File: config.mk
export PLATFORM = sky130hd
export DESIGN_NAME = mem_xfer
export DESIGN_NICKNAME = d
export VERILOG_FILES = /design/src/rtl/mem_xfer_pkg.sv /design/src/rtl/xfer_addr_gen.sv /design/src/rtl/mem_xfer.sv
export SDC_FILE = /design/constraint.sdc
export NUM_CORES = 1
export LEC_CHECK = 0
export ABC_AREA = 1
export CORE_AREA = 4 4 409 411
export CTS_BUF_LIST = sky130_fd_sc_hd__clkbuf_8
export DETAILED_ROUTE_END_ITERATION = 10
export DIE_AREA = 0 0 413 415
export PLACE_DENSITY_LB_ADDON = 0.1
export SKIP_CTS_REPAIR_TIMING = 1
export SYNTH_ARGS = -nofsm -noshare
export SYNTH_HDL_FRONTEND = slang
export SYNTH_SLANG_ARGS = --single-unit
File: constraint.sdc
create_clock -name clk -period 5.27 [get_ports clk]
set_input_delay 0.527 -clock clk [delete_from_list [all_inputs] [get_ports clk]]
set_output_delay 0.527 -clock clk [all_outputs]
set_load 0.05 [all_outputs]
File: src/rtl/mem_xfer_pkg.sv
// Shared constants and FSM state encoding for the mem_xfer block-transfer engine.
package mem_xfer_pkg;

    localparam int unsigned ADDR_W = 8;
    localparam int unsigned DATA_W = 256;
    localparam int unsigned LEN_W  = 4;

    typedef enum logic [2:0] {
        IDLE,
        RD_ISSUE,
        RD_CAPT,
        RD_HOLD,
        WR_WAIT,
        WR_ISSUE,
        DONE
    } state_t;

endpackage

File: src/rtl/xfer_addr_gen.sv
// Base/index registers for one transfer: registered word address (wraps at 2^AW) and last-word flag.
module xfer_addr_gen
    import mem_xfer_pkg::*;
#(
    parameter int unsigned AW = ADDR_W,
    parameter int unsigned LW = LEN_W
) (
    input  logic          clk,
    input  logic          rst,
    input  logic          load,
    input  logic          step,
    input  logic [AW-1:0] base_in,
    input  logic [LW-1:0] len_in,
    output logic [AW-1:0] addr,
    output logic          last_c
);

    logic [AW-1:0] base_q;
    logic [AW-1:0] base_d;
    logic [LW-1:0] len_q;
    logic [LW-1:0] idx_q;
    logic [LW-1:0] idx_d;

    always_comb begin
        base_d = base_q;
        idx_d  = idx_q;
        if (load) begin
            base_d = base_in;
            idx_d  = '0;
        end else if (step) begin
            idx_d = idx_q + LW'(1);
        end
    end

    // addr tracks base+idx of the values about to be registered, so it is valid in the issue cycle
    always_ff @(posedge clk) begin
        if (rst) begin
            base_q <= '0;
            len_q  <= '0;
            idx_q  <= '0;
            addr   <= '0;
        end else begin
            base_q <= base_d;
            idx_q  <= idx_d;
            if (load) begin
                len_q <= len_in;
            end
            addr <= AW'(base_d + AW'(idx_d));
        end
    end

    assign last_c = (({1'b0, idx_q} + (LW+1)'(1)) == {1'b0, len_q});

endmodule

File: src/rtl/mem_xfer.sv
// Moves cmdLen words between a single-port memory and a valid/ready stream, one word at a time.
module mem_xfer #(
    parameter int unsigned ADDR_W = mem_xfer_pkg::ADDR_W,
    parameter int unsigned DATA_W = mem_xfer_pkg::DATA_W,
    parameter int unsigned LEN_W  = mem_xfer_pkg::LEN_W
) (
    input  logic              clk,
    input  logic              rst,
    input  logic              cmdValid,
    output logic              cmdReady,
    input  logic              cmdRW,
    input  logic [ADDR_W-1:0] cmdBase,
    input  logic [LEN_W-1:0]  cmdLen,
    output logic [DATA_W-1:0] rdData,
    output logic              rdValid,
    input  logic              rdReady,
    input  logic [DATA_W-1:0] wrData,
    input  logic              wrValid,
    output logic              wrReady,
    output logic              done,
    output logic [ADDR_W-1:0] memAddr,
    output logic              memRW,
    output logic              memEN,
    output logic [DATA_W-1:0] memWrite,
    input  logic [DATA_W-1:0] memBus
);
    import mem_xfer_pkg::*;

    state_t state_q;
    state_t state_d;
    logic   load;
    logic   step;
    logic   last_c;

    xfer_addr_gen #(
        .AW (ADDR_W),
        .LW (LEN_W)
    ) u_addr_gen (
        .clk     (clk),
        .rst     (rst),
        .load    (load),
        .step    (step),
        .base_in (cmdBase),
        .len_in  (cmdLen),
        .addr    (memAddr),
        .last_c  (last_c)
    );

    always_comb begin
        state_d = state_q;
        load    = 1'b0;
        step    = 1'b0;
        unique case (state_q)
            IDLE: begin
                if (cmdValid) begin
                    load = 1'b1;
                    if (cmdLen == '0)  state_d = DONE;
                    else if (cmdRW)    state_d = RD_ISSUE;
                    else               state_d = WR_WAIT;
                end
            end
            RD_ISSUE: state_d = RD_CAPT;
            RD_CAPT:  state_d = RD_HOLD;
            RD_HOLD: begin
                if (rdReady) begin
                    step    = 1'b1;
                    state_d = last_c ? DONE : RD_ISSUE;
                end
            end
            WR_WAIT: begin
                if (wrValid) state_d = WR_ISSUE;
            end
            WR_ISSUE: begin
                step    = 1'b1;
                state_d = last_c ? DONE : WR_WAIT;
            end
            DONE:     state_d = IDLE;
            default:  state_d = IDLE;
        endcase
    end

    // Status outputs are registered decodes of the state being entered
    always_ff @(posedge clk) begin
        if (rst) begin
            state_q  <= IDLE;
            cmdReady <= 1'b1;
            rdValid  <= 1'b0;
            wrReady  <= 1'b0;
            done     <= 1'b0;
            memEN    <= 1'b0;
            memRW    <= 1'b1;
            rdData   <= '0;
            memWrite <= '0;
        end else begin
            state_q  <= state_d;
            cmdReady <= (state_d == IDLE);
            rdValid  <= (state_d == RD_HOLD);
            wrReady  <= (state_d == WR_WAIT);
            done     <= (state_d == DONE);
            memEN    <= (state_d == RD_ISSUE) || (state_d == WR_ISSUE);
            memRW    <= (state_d != WR_ISSUE);
            if (state_q == RD_CAPT) begin
                rdData <= memBus;
            end
            if ((state_q == WR_WAIT) && wrValid) begin
                memWrite <= wrData;
            end
        end
    end

endmodule

==> flow_metrics.tcl <==
set metrics [dict create \
    postPlaceCellArea_um2 31800 \
    hp-class "in2reg" \
    min_period_ns 2.88 \
    crit_fanout 20 \
    synthesis.instances 2434 \
    finalCritPeriodShare 0.546 \
    worst-setup-path-type "reg2reg" \
    final_core_util 0.209 \
    synthTopCellsByArea "dfxtp_1 57%, nand2_1 11%, nor2_1 11%" \
    max_cap_violations 0 \
    grt_pass1_wl_um 162000 \
    final_hold_viol_count 0 \
    vias 20200 \
    ios 1056 \
    setup_viol 0 \
    reg2reg_depth 14 \
    hp-start "rst" \
    relSlewSlack 0.292 \
    cp_cell_sequence "nor2_4 > nand3_2 > o21ai_0 > inv_1 > ha_1 > fa_1 > nand2_1 > inv_1 > o21a_1 > nor2_1 > nor2_1 > inv_1 > nand2_1 > a21oi_1" \
    critPathLaunch "state_q[1]" \
    fp.dieH_um 415 \
    cpPeakStageDelay_ns 0.40 \
    io_buffers 1055 \
    cpMaxStageDelayCell "nand3_2" \
    rows 149 \
    place_ws_ns 1.93 \
    clock_path_buffers 3 \
    status "completed" \
    path_clk_slew_ns 0.06 \
    synthDistinctLibCells 33 \
    p_leak_nw 11.9 \
    holdWs_ns 0.152 \
    end_kind "flop" \
    rr_startpoint "state_q[1]" \
    grt_remaining_overflow 0 \
    yosys.area.top_type "dfxtp_1" \
    min_to "rdData[113]" \
    drt_iter0_markers 749 \
    grt_pass1_vias 20400 \
    start_util 0.116 \
    holdPathStages 2 \
    max_freq_mhz 348 \
    ys_seq_area_frac 0.572 \
    area_delta_synth_final_pct 79.7 \
    synth_seq_cells 545 \
    viasPerCell 3.50 \
    core_area_um2 164000 \
    start_kind "flop" \
    antenna_found_initial 60 \
    clk_latency_ns 0.81 \
    grt_max_degree 167 \
    ant_nets 0 \
    vdd_drop_max_uv 178 \
    yosys_warnings 0 \
    cp_common_cell "inv_1" \
    drt-wirelength-per-cell_um 20.6 \
    die_x_um 413 \
    cp_data_arrival_time_ns 3.59 \
    finalSetupTns_ns 0 \
    rsz0062_at_grt "false" \
    fillCellCount 18500 \
    avgSynthCellArea_um2 7.84 \
    cts.sinks 545 \
    cts_root_buf "clkbuf_8" \
    gr-usage-all-layers 0.133 \
    drive_gt1_frac 0.0589 \
    finish.net_count 3991 \
    slew_viol_final 0 \
    place.gp.congestion 0.742 \
    stdcell_count 5761 \
    final_cell_area_um2 34300 \
    firstDrtPassIters 4 \
    syn_nets 2970 \
    finalWorstSetupSlack_ns 2.39 \
    dp_cells 5525 \
    drc_errors 0 \
    skew_ns 0.0356 \
    synth_top_cell_area_share 0.572 \
    dieArea_um2 171000 \
    crit_required_ns 5.99 \
    routed_wl_um 119000 \
    hpwl_um 89100 \
    p_per_area_nw_per_um2 370 \
    cts_tree "done" \
    cts_buffers 117 \
    htree_levels 3 \
    tightest_slew_ns 1.06 \
    r2r-end "u_addr_gen.addr[4]" \
    rrSetupSlack_ns 2.39 \
    synthesis.area_um2 19100 \
    p_total_mw 12.7 \
]
## report_power, final
group / internal, mW / switching [mW]
Combinational: 1.12 / 2.10
Clock: 2.67 / 2.15
Sequential: 4.45 / 0.177
## routing by layer
metal  wire length (µm)  vias up  track usage  share of wire
li1                   -     9910            -              -
met1              42000     9244        0.131           0.35
met2              59400      762        0.237           0.50
met3              14900      205       0.0786           0.13
met4               2210       60       0.0294          0.019
met5                388        -            0         0.0033
## critical path, delay by kind of cell (launching register included)
| family | cells | cell delay (ns) |
|---|---|---|
| fa+ha+maj | 2 | 0.61 |
| buf+inv | 3 | 0.21 |
| compound gates | 3 | 0.68 |
| flops | 1 | 0.39 |
| simple gates | 6 | 0.92 |
## synthesized netlist by cell type
cell type  number
a21oi_2         1
nor4_1          4
buf_2          57
xor2_1          1
o21ai_0       263
or2_2           2
nand2_1       554
o211ai_1        1
dfxtp_1       545
o21a_1          1
nor2_1        541
buf_1           1
clkinv_1        2
o21ai_1         6
nand3_2         4
nor2_4          4
nor3_1          6
nand2_2         2
nand4_1         4
ha_1            5
mux2i_4         1
inv_2           5
nand3b_1        1
fa_1            1
o31ai_1         1
a21oi_1       268
buf_4          29
o21ai_2         1
buf_6           1
a31oi_1         1
clkbuf_1       86
inv_1          26
nand3_1         9
## worst max path at each step
stage	end	slack, ns	cells after the start
6_report	u_addr_gen.addr[4]	2.39	14
5_1_grt	u_addr_gen.addr[4]	2.08	14
2_1_floorplan	u_addr_gen.addr[6]	2.75	16
3_3_place_gp	u_addr_gen.addr[4]	1.83	14
4_1_cts	memWrite[245]	2.27	1
3_5_place_dp	u_addr_gen.addr[4]	1.93	14
## state kept, by name (all words and copies together), names as in the netlist
register / flops
u_addr_gen.len_q: 4
memRW: 1
memWrite: 256
memEN: 1
u_addr_gen.addr: 8
wrReady: 1
rdData: 256
state_q: 3
u_addr_gen.base_q: 8
rdValid: 1
done: 1
cmdReady: 1
u_addr_gen.idx_q: 4
## cell families (layout without fill, tap and decap cells)
logic type      Yosys count  in the layout  share of synthesized area
other cells               0             25                          0
xor+xnor                  1              1                   0.000459
buf+inv                 207           1320                     0.0506
mux                       1              1                    0.00118
flops                   545            545                      0.572
compound gates          543            543                      0.143
simple gates           1131           1131                      0.228
fa+ha+maj                 6              6                    0.00433
## layout by cell type, fill, tap and decap left out, drive strengths merged, types with 2 or more instances in the layout
cell           Yosys  layout
nor3               6       6
clkbuf            86     149
clkinv             2       8
clkdlybuf4s50      0    1054
or2                2       2
a21oi            269     269
buf               88      22
diode              0      25
nand4              4       4
ha                 5       5
nand3             13      13
nor2             545     545
inv               31      84
nand2            556     556
dfxtp            545     545
o21ai            270     270
nor4               4       4
bufinv             0       3
## cell type report
class                   count  area [µm²]  share of cell area
clock buffers             149        2050              0.0598
flip-flops and latches    545       10900               0.318
multi-input cells        1682        7220               0.210
inverters                  33         146             0.00427
repair buffers           1076       10800               0.315
well taps                2189        2740              0.0799
clock inverters            62         357              0.0104
diodes                     25        62.6             0.00183
(Power assumes the default switching activity.)
